==> config.mk <==
export PLATFORM = sky130hd
export DESIGN_NAME = text_scene_ctrl
export DESIGN_NICKNAME = d
export VERILOG_FILES = /design/src/rtl/text_scene_ctrl.sv
export SDC_FILE = /design/constraint.sdc
export NUM_CORES = 1
export LEC_CHECK = 0
export CORE_ASPECT_RATIO = 1.4
export CORE_MARGIN = 2
export CORE_UTILIZATION = 50
export DETAILED_ROUTE_END_ITERATION = 10
export PLACE_DENSITY_LB_ADDON = 0.05
export SLEW_MARGIN = 20
export SYNTH_ARGS = -nofsm -noshare
export SYNTH_HDL_FRONTEND = slang
export SYNTH_SLANG_ARGS = --single-unit
==> constraint.sdc <==
create_clock -name clk -period 3.4 [get_ports clk]
set_input_delay 0.85 -clock clk [delete_from_list [all_inputs] [get_ports clk]]
set_output_delay 0.85 -clock clk [all_outputs]
set_load 0.01 [all_outputs]
==> src/rtl/text_scene_ctrl.sv <==
// Scene sequencer (TITLE/HOWTO/PLAY/OVER) with frame-aligned commits and a 1-clock registered text colour resolver.
// Optional macro TEXT_BLINK_EN: selected menu item blinks; otherwise it is steady yellow.
module text_scene_ctrl #(
  parameter int BLINK_FRAMES = 15,
  parameter int HOWTO_FRAMES = 600,
  parameter int OVER_FRAMES  = 180
) (
  input  logic        clk,
  input  logic        rst,
  input  logic        frame_tick,
  input  logic        btn_select,
  input  logic        btn_confirm,
  input  logic        game_over,
  input  logic        start_text_on,
  input  logic        howto_title_on,
  input  logic        score_text_on,
  input  logic        hp_text_on,
  input  logic        instr_line1_on,
  input  logic        instr_line2_on,
  input  logic        instr_line3_on,
  input  logic        instr_line4_on,
  input  logic        instr_line5_on,
  input  logic        instr_line6_on,
  input  logic        instr_green_on,
  input  logic        instr_red_on,
  output logic [1:0]  scene,
  output logic        cursor,
  output logic        game_run,
  output logic        text_pixel_on,
  output logic [11:0] text_rgb
);

  localparam logic [1:0] S_TITLE = 2'd0;
  localparam logic [1:0] S_HOWTO = 2'd1;
  localparam logic [1:0] S_PLAY  = 2'd2;
  localparam logic [1:0] S_OVER  = 2'd3;

  localparam logic [9:0] HOWTO_LIM = 10'(HOWTO_FRAMES);
  localparam logic [9:0] OVER_LIM  = 10'(OVER_FRAMES);
  localparam logic [9:0] TIMER_MAX = 10'h3FF;

  localparam logic [11:0] RGB_OFF   = 12'h000;
  localparam logic [11:0] RGB_WHITE = 12'hFFF;
  localparam logic [11:0] RGB_GREY  = 12'h888;
  localparam logic [11:0] RGB_GREEN = 12'h0F0;
  localparam logic [11:0] RGB_RED   = 12'hF00;

  if (BLINK_FRAMES < 1 || HOWTO_FRAMES > 1023 || OVER_FRAMES > 1023) begin : g_param_err
    $error("text_scene_ctrl: parameter out of range");
  end

  logic [1:0]  scene_q, scene_d;
  logic        cursor_q, cursor_d;
  logic        pend_valid_q, pend_valid_d;
  logic [1:0]  pend_scene_q, pend_scene_d;
  logic [9:0]  timer_q, timer_d;
  logic        sel_dly_q, conf_dly_q;
  logic        pix_on_q, pix_on_d;
  logic [11:0] rgb_q, rgb_d;

  logic sel_edge, conf_edge, commit, timed_scene;

  assign sel_edge    = btn_select & ~sel_dly_q;
  assign conf_edge   = btn_confirm & ~conf_dly_q;
  assign commit      = frame_tick & pend_valid_q;
  assign timed_scene = (scene_q == S_HOWTO) || (scene_q == S_OVER);

  always_comb begin
    scene_d      = scene_q;
    cursor_d     = cursor_q;
    pend_valid_d = pend_valid_q;
    pend_scene_d = pend_scene_q;
    timer_d      = timer_q;
    if (commit) begin
      scene_d      = pend_scene_q;
      pend_valid_d = 1'b0;
      timer_d      = 10'd0;
      if (pend_scene_q == S_TITLE) cursor_d = 1'b0;
    end else begin
      if (!timed_scene) timer_d = 10'd0;
      else if (frame_tick && timer_q != TIMER_MAX) timer_d = timer_q + 10'd1;

      // A pending request locks out every new event until it commits.
      if (!pend_valid_q) begin
        case (scene_q)
          S_TITLE: begin
            if (conf_edge) begin
              pend_valid_d = 1'b1;
              pend_scene_d = cursor_q ? S_HOWTO : S_PLAY;
            end else if (sel_edge) begin
              cursor_d = ~cursor_q;
            end
          end
          S_HOWTO: begin
            if (conf_edge || timer_q >= HOWTO_LIM) begin
              pend_valid_d = 1'b1;
              pend_scene_d = S_TITLE;
            end
          end
          S_PLAY: begin
            if (game_over) begin
              pend_valid_d = 1'b1;
              pend_scene_d = S_OVER;
            end
          end
          default: begin
            if (timer_q >= OVER_LIM) begin
              pend_valid_d = 1'b1;
              pend_scene_d = S_TITLE;
            end
          end
        endcase
      end
    end
  end

  always_ff @(posedge clk) begin
    if (rst) begin
      scene_q      <= S_TITLE;
      cursor_q     <= 1'b0;
      pend_valid_q <= 1'b0;
      pend_scene_q <= S_TITLE;
      timer_q      <= 10'd0;
      sel_dly_q    <= 1'b0;
      conf_dly_q   <= 1'b0;
    end else begin
      scene_q      <= scene_d;
      cursor_q     <= cursor_d;
      pend_valid_q <= pend_valid_d;
      pend_scene_q <= pend_scene_d;
      timer_q      <= timer_d;
      sel_dly_q    <= btn_select;
      conf_dly_q   <= btn_confirm;
    end
  end

  logic        sel_on;
  logic [11:0] sel_rgb;

`ifdef TEXT_BLINK_EN
  localparam logic [9:0] BLINK_LAST = 10'(BLINK_FRAMES - 1);
  logic [9:0] blink_cnt_q;
  logic       blink_phase_q;

  always_ff @(posedge clk) begin
    if (rst || commit) begin
      blink_cnt_q   <= 10'd0;
      blink_phase_q <= 1'b1;
    end else if (frame_tick) begin
      if (blink_cnt_q == BLINK_LAST) begin
        blink_cnt_q   <= 10'd0;
        blink_phase_q <= ~blink_phase_q;
      end else begin
        blink_cnt_q <= blink_cnt_q + 10'd1;
      end
    end
  end

  assign sel_on  = blink_phase_q;
  assign sel_rgb = blink_phase_q ? RGB_WHITE : RGB_OFF;
`else
  assign sel_on  = 1'b1;
  assign sel_rgb = 12'hFF0;
`endif

  always_comb begin
    pix_on_d = 1'b0;
    rgb_d    = RGB_OFF;
    case (scene_q)
      S_TITLE: begin
        // A blanked selected item still claims the pixel, so the other item never shows through.
        if (start_text_on) begin
          pix_on_d = cursor_q ? 1'b1 : sel_on;
          rgb_d    = cursor_q ? RGB_GREY : sel_rgb;
        end else if (howto_title_on) begin
          pix_on_d = cursor_q ? sel_on : 1'b1;
          rgb_d    = cursor_q ? sel_rgb : RGB_GREY;
        end
      end
      S_HOWTO: begin
        if (instr_green_on) begin
          pix_on_d = 1'b1;
          rgb_d    = RGB_GREEN;
        end else if (instr_red_on) begin
          pix_on_d = 1'b1;
          rgb_d    = RGB_RED;
        end else if (instr_line1_on | instr_line2_on | instr_line3_on |
                     instr_line4_on | instr_line5_on | instr_line6_on) begin
          pix_on_d = 1'b1;
          rgb_d    = RGB_WHITE;
        end
      end
      S_PLAY: begin
        if (score_text_on | hp_text_on) begin
          pix_on_d = 1'b1;
          rgb_d    = RGB_WHITE;
        end
      end
      default: begin
        if (score_text_on | hp_text_on) begin
          pix_on_d = 1'b1;
          rgb_d    = RGB_RED;
        end
      end
    endcase
  end

  always_ff @(posedge clk) begin
    if (rst) begin
      pix_on_q <= 1'b0;
      rgb_q    <= RGB_OFF;
    end else begin
      pix_on_q <= pix_on_d;
      rgb_q    <= rgb_d;
    end
  end

  assign scene         = scene_q;
  assign cursor        = cursor_q;
  assign game_run      = (scene_q == S_PLAY);
  assign text_pixel_on = pix_on_q;
  assign text_rgb      = rgb_q;

endmodule

; Word level (Yosys, flattened, before mapping)
; Cells that the tools add are included.
[totals]
register_bits = 31
in_bits = 18
[op_classes]
add_sub_neg = 1
n_lt_le_gt_ge = 2
eq_ne = 10
mux = 35
n_bitwise = 15
reduce_logical = 12
[ops]
columns = cell, n
row1 = 2-to-1 mux 12 bit, 7
row2 = case mux 12 bit (3 select lines), 1
row3 = 2-to-1 mux 11 bit, 2
row4 = 2-to-1 mux 1 bit, 17
row5 = "adder 10 x 1 -> 10 bit, second input constant", 1
row6 = ">= comparator 10 bit, second input constant", 1
row7 = ">= comparator 10 x 8 -> 1 bit, second input constant", 1
row8 = 2-to-1 mux 2 bit, 5
row9 = "!= test 10 bit, second input constant", 1
row10 = "!= test 2 x 1 -> 1 bit, second input constant", 4
row11 = inverter 1 bit, 6
row12 = bitwise OR 1 bit, 6
row13 = case mux 2 bit (3 select lines), 1
row14 = AND reduction 6 bit, 1
row15 = AND reduction 5 bit, 1
row16 = "== test 2 bit, second input constant", 2
row17 = logical NOT 2 bit, 2
row18 = "!= test 2 bit, second input constant", 2
row19 = nonzero test 2 bit, 2
row20 = nonzero test 4 bit, 1
row21 = AND 1 bit, 3
row22 = case mux 1 bit (3 select lines), 1
row23 = OR reduction 3 bit, 1
row24 = "== test 2 x 1 -> 1 bit, second input constant", 1
row25 = other kinds (4), 5

; Depth between registers and ports, before layout
; Gate-level depths: netlist of run 1.
[logic_depth]
word_depth = 9
depth_mapped = 7
depth_no_buf = 7

; Least setup slack after synthesis of run 1
; OpenSTA, ideal clock, no wires.
[synth_path]
path_type = in2reg
startpoint = input port btn_confirm
endpoint = register pend_scene_q[0]
setup_ps = 86
arrival_time_ps = 1642
required_ps = 3314
setup_slack_ps = 1671
stages = 4
path_buffers = 0
cell_sequence = nor2b_1 -> a311o_1 -> and2_4 -> a221oi_2
[synth_between]
elab_chain_cells = 4
word_cells_on_any_way = 5
[synth_rtl]
columns = element, line
row1 = from (decl), 12  ; input logic btn_confirm,
row2 = AND 1 bit *, 64  ; assign conf_edge = btn_confirm & ~conf_dly_q;
row3 = logical OR 1 bit, 95  ; if (conf_edge || timer_q >= HOWTO_LIM) begin
row4 = != test 2 x 1 -> 1 bit (no source line), -
row5 = AND reduction 6 bit (no source line) *, -
row6 = to (signal assigned), 130  ; pend_scene_q <= pend_scene_d;
row7 = to (decl), 55  ; logic [1:0] pend_scene_q, pend_scene_d;
; Mark *: on every way between the ends. The rest lies on a longest branch, timed or not.
; A chain may end at the register's enable or synchronous reset.

; Final worst setup path of run 1
[layout_path]
startpoint = register scene_q[0] (netlist: scene[0])
endpoint = output port game_run
[layout_between]
elab_chain_cells = 1
[layout_rtl]
columns = element, line
row1 = from (decl), 52  ; logic [1:0] scene_q, scene_d;
row2 = from (signal assigned), 127  ; scene_q <= scene_d;
row3 = == test 2 bit, 220  ; assign game_run = (scene_q == S_PLAY);
row4 = to (decl), 28  ; output logic game_run,
; No other way between the ends.

==> results of run 1 <==
==> final cells by class <==
cell class	count	area, sq um	share of cell area [%]
Timing Repair Buffer	34	340	20.3
Clock buffer	4	26.3	1.57
Multi-Input combinational cell	119	731	43.6
Sequential cell	25	500	29.9
Inverter	9	33.8	2.01
Tap cell	36	45.0	2.69
==> how the worst max path moves through the flow <==
stage               slack (ps)  cells after the start                  start                            to
global placement          1020                      4                    rst        text_rgb[3]$_SDFF_PP0_
detailed placement         980                      4                    rst        text_rgb[3]$_SDFF_PP0_
global route               770                      3  scene[0]$_SDFFE_PP0P_                      game_run
CTS                        880                      3  scene[0]$_SDFFE_PP0P_                      game_run
floorplan                 1670                      4            btn_confirm  pend_scene_q[0]$_SDFFE_PP0P_
finish                     890                      3  scene[0]$_SDFFE_PP0P_                      game_run
==> power breakdown <==
group	leakage [nW]	switching, W	internal, W
sequential	0.205	0.00000966	0.000306
clock	0.0150	0.0000860	0.0000459
combinational	0.397	0.0000441	0.0000602
==> critical path, stage by stage (launching register included) <==
cell	delay, ps
dfxtp_1	380
inv_1	90
ha_1	290
clkdlybuf4s50_1	590
==> synth_stat cells, drive strengths merged <==
master | count | area, sq um
nor2b | 4 | 25.0
and3 | 1 | 6.26
a311o | 1 | 10.0
clkbuf | 2 | 8.75
nand3b | 1 | 7.51
dfxtp | 25 | 500
mux2i | 1 | 10.0
a311oi | 1 | 8.76
nor4 | 1 | 6.26
o21a | 3 | 22.5
a221oi | 2 | 30.0
o211a | 1 | 10.0
inv | 9 | 33.8
nor3 | 3 | 15.0
a211oi | 2 | 20.0
o21ai | 7 | 38.8
and2 | 1 | 8.76
nand4 | 3 | 18.8
nand2 | 16 | 60.1
a21boi | 2 | 15.0
nand2b | 2 | 12.5
ha | 6 | 75.1
xor2 | 5 | 43.8
or2 | 1 | 6.26
a221o | 1 | 10.0
nand4b | 1 | 8.76
xnor2 | 3 | 26.3
a21oi | 11 | 55.1
a31o | 1 | 8.76
a32oi | 1 | 8.76
and4 | 1 | 10.0
a31oi | 3 | 18.8
nand3 | 8 | 40.0
buf | 6 | 45.0
nor2 | 25 | 93.8
==> kinds of logic after synthesis <==
kind of cell,Yosys count,synth area share [%]
AND/OR/NAND/NOR,68,24.2
buffers and inverters,17,6.64
adder cells (fa/ha/maj),6,5.69
AO/OA/AOI/OAI,36,19.5
flip-flops,25,38.0
multiplexers,1,0.759
XOR/XNOR,8,5.31
==> flip-flops by register name, indices dropped and copies added (netlist names) <==
signal,cells
conf_dly_q,1
cursor,1
pend_scene_q,2
pend_valid_q,1
scene,2
sel_dly_q,1
text_pixel_on,1
text_rgb,6
timer_q,10
==> per-layer routing <==
metal	wire length, um	vias to the layer above	GRT usage [%]
li1	-	611	-
met1	1150	578	22.5
met2	1610	31	40.7
met3	116	10	3.90
met4	88	0	13.2
met5	0	-	0
==> stage by stage <==
step	total power, W	hold slack (ps)	cell area (sq um)	instances
6_report	0.000552	504	1680	227
5_1_grt	0.000584	533	1680	227
4_1_cts	0.000559	508	1680	227
3_5_place_dp	0.000427	490	1650	223
3_3_place_gp	0.000424	475	1650	223
2_1_floorplan	0.000376	456	1320	161
==> flow_metrics.py, run 1 <==
metrics = {
    "clock_network": {
        "max-clock-path-buffers": 2,
        "clk_latency_ps": 320,
        "post_cts_buffers": 0,
        "tritoncts": "built",
        "numCtsBuffers": 3,
        "cts_hold_buffers": 0,
        "htreeDepth": 1,
        "cts.sinks": 25,
        "clk_pin_slew_worst_paths_ps": 130,
        "cts_root_buffer": "clkbuf_4",
        "post_cts_resized": 0,
    },
    "floorplan": {
        "start_util_pct": 51.5,
        "dieArea_sq_um": 3070,
        "io_pins": 35,
        "row_count": 22,
        "die_h_um": 64.8,
        "coreArea_sq_um": 2560,
        "die_x_um": 47.4,
    },
    "global_route": {
        "gr-total-overflow": 0,
        "grt_pass1_vias": 1270,
        "grt_pass1_wl_um": 5060,
        "grt_max_degree": 14,
        "groute.usage.overall_pct": 22.7,
        "grt_antenna_before_repair": 0,
    },
    "detailed_routing": {
        "via_count": 1230,
        "finalWirelength_um": 2970,
        "drtAntennaViolNets": 0,
        "drtPass1Iterations": 4,
        "drtIter0Drc": 29,
        "avgRoutedWirePerCell_um": 13.1,
        "avgViaCountPerCell": 5.42,
        "drc": 0,
    },
    "cells_and_area": {
        "nets": 216,
        "layout_common_cells": "34 x clkdlybuf4s50_1, 25 x nor2_1, 25 x dfxtp_1",
        "drive_gt1_share_pct": 5.76,
        "fin_util_pct": 65.5,
        "final.fill_count": 241,
        "syn_to_final_growth_pct": 27.1,
        "layout_commonest_cell": "clkdlybuf4s50_1",
        "antenna_cells": 0,
    },
    "setup_path": {
        "ff2ff_path_depth": 6,
        "critPathMaxFanout": 7,
        "crit_arrival_ps": 1660,
        "rrSetupSlack_ps": 1710,
        "r2r_end": "pend_scene_q[0]$_SDFFE_PP0P_",
        "required_ps": 2550,
        "timing.rr.start": "scene[0]$_SDFFE_PP0P_",
        "critPathCaptureType": "output pin",
        "startpoint_type": "register",
        "crit_type": "register to output pin",
    },
    "sta": {
        "max_freq_mhz": 398,
        "finClkSkew_ps": 6.84,
        "setup_tns_ps": 0,
        "relSlewSlack_pct": 67.2,
        "grt_setup_unrepaired": "no",
        "finalWorstSetupSlack_ps": 886,
        "hold_violations": 0,
        "slew_violations": 0,
        "worst_pin_slew_ps": 490,
        "timing.final.crit_share_pct": 73.9,
        "min_period_ps": 2510,
        "final-setup-viol-count": 0,
    },
    "min_path": {
        "min_path_type": "register to register",
        "hold_depth": 2,
        "holdPathEnd": "pend_scene_q[1]$_SDFFE_PP0P_",
        "hold_start": "pend_scene_q[1]$_SDFFE_PP0P_",
    },
    "yosys": {
        "synth_warnings": 0,
        "netlist_area_sq_um": 1320,
        "synth_fp_nets": 185,
        "yosysUniqueCellTypes": 38,
        "syn_area_per_cell_sq_um": 8.19,
        "netlist_instances": 161,
        "ys_seq_elements": 25,
        "ys_seq_area_share_pct": 38.0,
    },
    "placed_design": {
        "port_buffers": 34,
        "routabilityCongestion": 0.849,
        "hpwl_um": 2350,
        "pre_cts_slack_ps": 981,
    },
    "power_and_ir_drop": {
        "power.density_nw_per_um2": 329,
        "power.leakage_nw": 0.616,
        "peakVddDrop_mv": 0.259,
    },
    "run": {
        "cap_violations": 0,
    },
    "status": {
        "outcome": "complete, no violations",
    },
}
(Power assumes the default switching activity.)
==> run 2: changes to the inputs <==
--- a/config.mk
+++ b/config.mk
@@ -7,7 +7,7 @@
 export LEC_CHECK = 0
 export CORE_ASPECT_RATIO = 1.4
 export CORE_MARGIN = 2
-export CORE_UTILIZATION = 50
+export CORE_UTILIZATION = 43
 export DETAILED_ROUTE_END_ITERATION = 10
 export PLACE_DENSITY_LB_ADDON = 0.05
 export SLEW_MARGIN = 20
==> constraint.sdc (replaced) <==
create_clock -name clk -period 2.3 [get_ports clk]
set_input_delay 0.575 -clock clk [delete_from_list [all_inputs] [get_ports clk]]
set_output_delay 0.575 -clock clk [all_outputs]
set_load 0.01 [all_outputs]
==> flow_metrics.py, run 2 (synthesis results as in run 1) <==
metrics = {
    "status": {
        "outcome": "complete, no violations",
    },
    "global_route": {
        "grt_max_degree": 14,
        "grt_antenna_before_repair": 0,
        "gr-total-overflow": 0,
        "groute.usage.overall_pct": 18.7,
        "grt_pass1_vias": 1217,
        "grt_pass1_wl_um": 5110,
    },
    "cells_and_area": {
        "layout.cells.non_filler": 231,
        "syn_to_final_growth_pct": 30.4,
        "design_area_sq_um": 1720,
        "antenna_cells": 0,
        "drive_gt1_share_pct": 7.22,
        "regArea_sq_um": 500,
        "layout_common_cells": "34 x clkdlybuf4s50_1, 25 x nor2_1, 25 x dfxtp_1",
        "final.fill_count": 260,
        "nets": 219,
        "multiInputGateArea_sq_um": 731,
        "largest-register": "timer_q",
        "layout_commonest_cell": "clkdlybuf4s50_1",
        "largest_reg_flops": 10,
    },
    "detailed_routing": {
        "drtPass1Iterations": 4,
        "avgViaCountPerCell": 5.31,
        "via_count": 1226,
        "avgRoutedWirePerCell_um": 13.3,
        "finalWirelength_um": 3060,
        "drtAntennaViolNets": 0,
        "drtIter0Drc": 26,
        "drc": 0,
    },
    "clock_network": {
        "cts_root_buffer": "clkbuf_8",
        "cts.sinks": 25,
        "clk_latency_ps": 270,
        "numCtsBuffers": 3,
        "post_cts_buffers": 0,
        "post_cts_resized": 0,
        "clk_pin_slew_worst_paths_ps": 80,
        "tritoncts": "built",
        "cts_hold_buffers": 0,
        "htreeDepth": 1,
        "max-clock-path-buffers": 2,
    },
    "placed_design": {
        "place_inst": 227,
        "port_buffers": 34,
        "hpwl_um": 2510,
        "placed_cell_area_sq_um": 1670,
        "routabilityCongestion": 0.776,
    },
    "floorplan": {
        "coreArea_sq_um": 2910,
        "dieArea_sq_um": 3530,
        "die_x_um": 50.8,
        "start_util_pct": 45.4,
        "die_h_um": 69.5,
        "io_pins": 35,
        "row_count": 23,
    },
    "setup_path": {
        "startpoint_type": "register",
        "required_ps": 1730,
        "ff2ff_path_depth": 6,
        "cp_slowest_cell": "clkdlybuf4s50_1",
        "crit_type": "register to output pin",
        "critPathMaxFanout": 5,
        "critPathCaptureType": "output pin",
        "crit_arrival_ps": 1480,
        "critical-path-max-stage-delay_ps": 500,
        "path_cells": "inv_1 -> ha_1 -> clkdlybuf4s50_1",
    },
    "power_and_ir_drop": {
        "peakVddDrop_mv": 0.421,
        "power.density_nw_per_um2": 513,
        "power.leakage_nw": 0.639,
        "total_power_w": 0.000883,
    },
    "min_path": {
        "hold_depth": 2,
        "min_path_type": "register to register",
    },
    "sta": {
        "timing.final.crit_share_pct": 89.4,
        "worst_pin_slew_ps": 371,
        "finClkSkew_ps": 1.87,
        "relSlewSlack_pct": 75.2,
        "slew_violations": 0,
        "grt_setup_unrepaired": "no",
        "hold_violations": 0,
        "min_period_ps": 2060,
        "max_freq_mhz": 487,
        "whs_ps": 494,
        "setup_tns_ps": 0,
        "final-setup-viol-count": 0,
    },
    "run": {
        "cap_violations": 0,
    },
}
run 2: cell types whose count changed in the layout (fill, tap and decap cells not counted), sizes merged:
cell	change
buf	+3
run 2: power by group:
group	switching (W)	leakage (nW)	internal, W
clock network	0.000135	0.0228	0.000124
logic	0.0000660	0.412	0.0000916
registers	0.0000139	0.205	0.000452
total	0.000215	0.639	0.000668
run 2: per-layer routing:
layer	share of wire, %	global-route usage (%)
met1	38	18.0
met2	58	37.6
met3	2.9	2.80
met4	1.6	6.91
met5	0	0
run 2: critical path: cells and delay by family (launching register included):
kind	cells	cell delay, ps
buffers and inverters	2	590
flip-flops	1	410
adder cells (fa/ha/maj)	1	210
run 2: stage by stage:
step	setup WS [ps]	util [%]
2_1_floorplan	756	-
3_3_place_gp	344	57.6
3_5_place_dp	318	57.6
4_1_cts	225	59.1
5_1_grt	179	59.1
6_report	245	59.1
run 2: worst paths after layout:
| check | slack, ps | start | end |
|---|---|---|---|
| hold / removal | 490 | pend_scene_q[1]$_SDFFE_PP0P_ | pend_scene_q[1]$_SDFFE_PP0P_ |
| setup / recovery | 240 | scene[0]$_SDFFE_PP0P_ | game_run |
| setup reg to reg | 630 | scene[0]$_SDFFE_PP0P_ | pend_scene_q[0]$_SDFFE_PP0P_ |
| hold reg to reg | 490 | pend_scene_q[1]$_SDFFE_PP0P_ | pend_scene_q[1]$_SDFFE_PP0P_ |
run 2: layout make-up:
type	instances	area share (%)
multi-input cells	119	42.5
repair buffers	37	21.1
clock buffers	4	2.62
flip-flops and latches	25	29.1
inverters	9	1.97
well taps	37	2.69
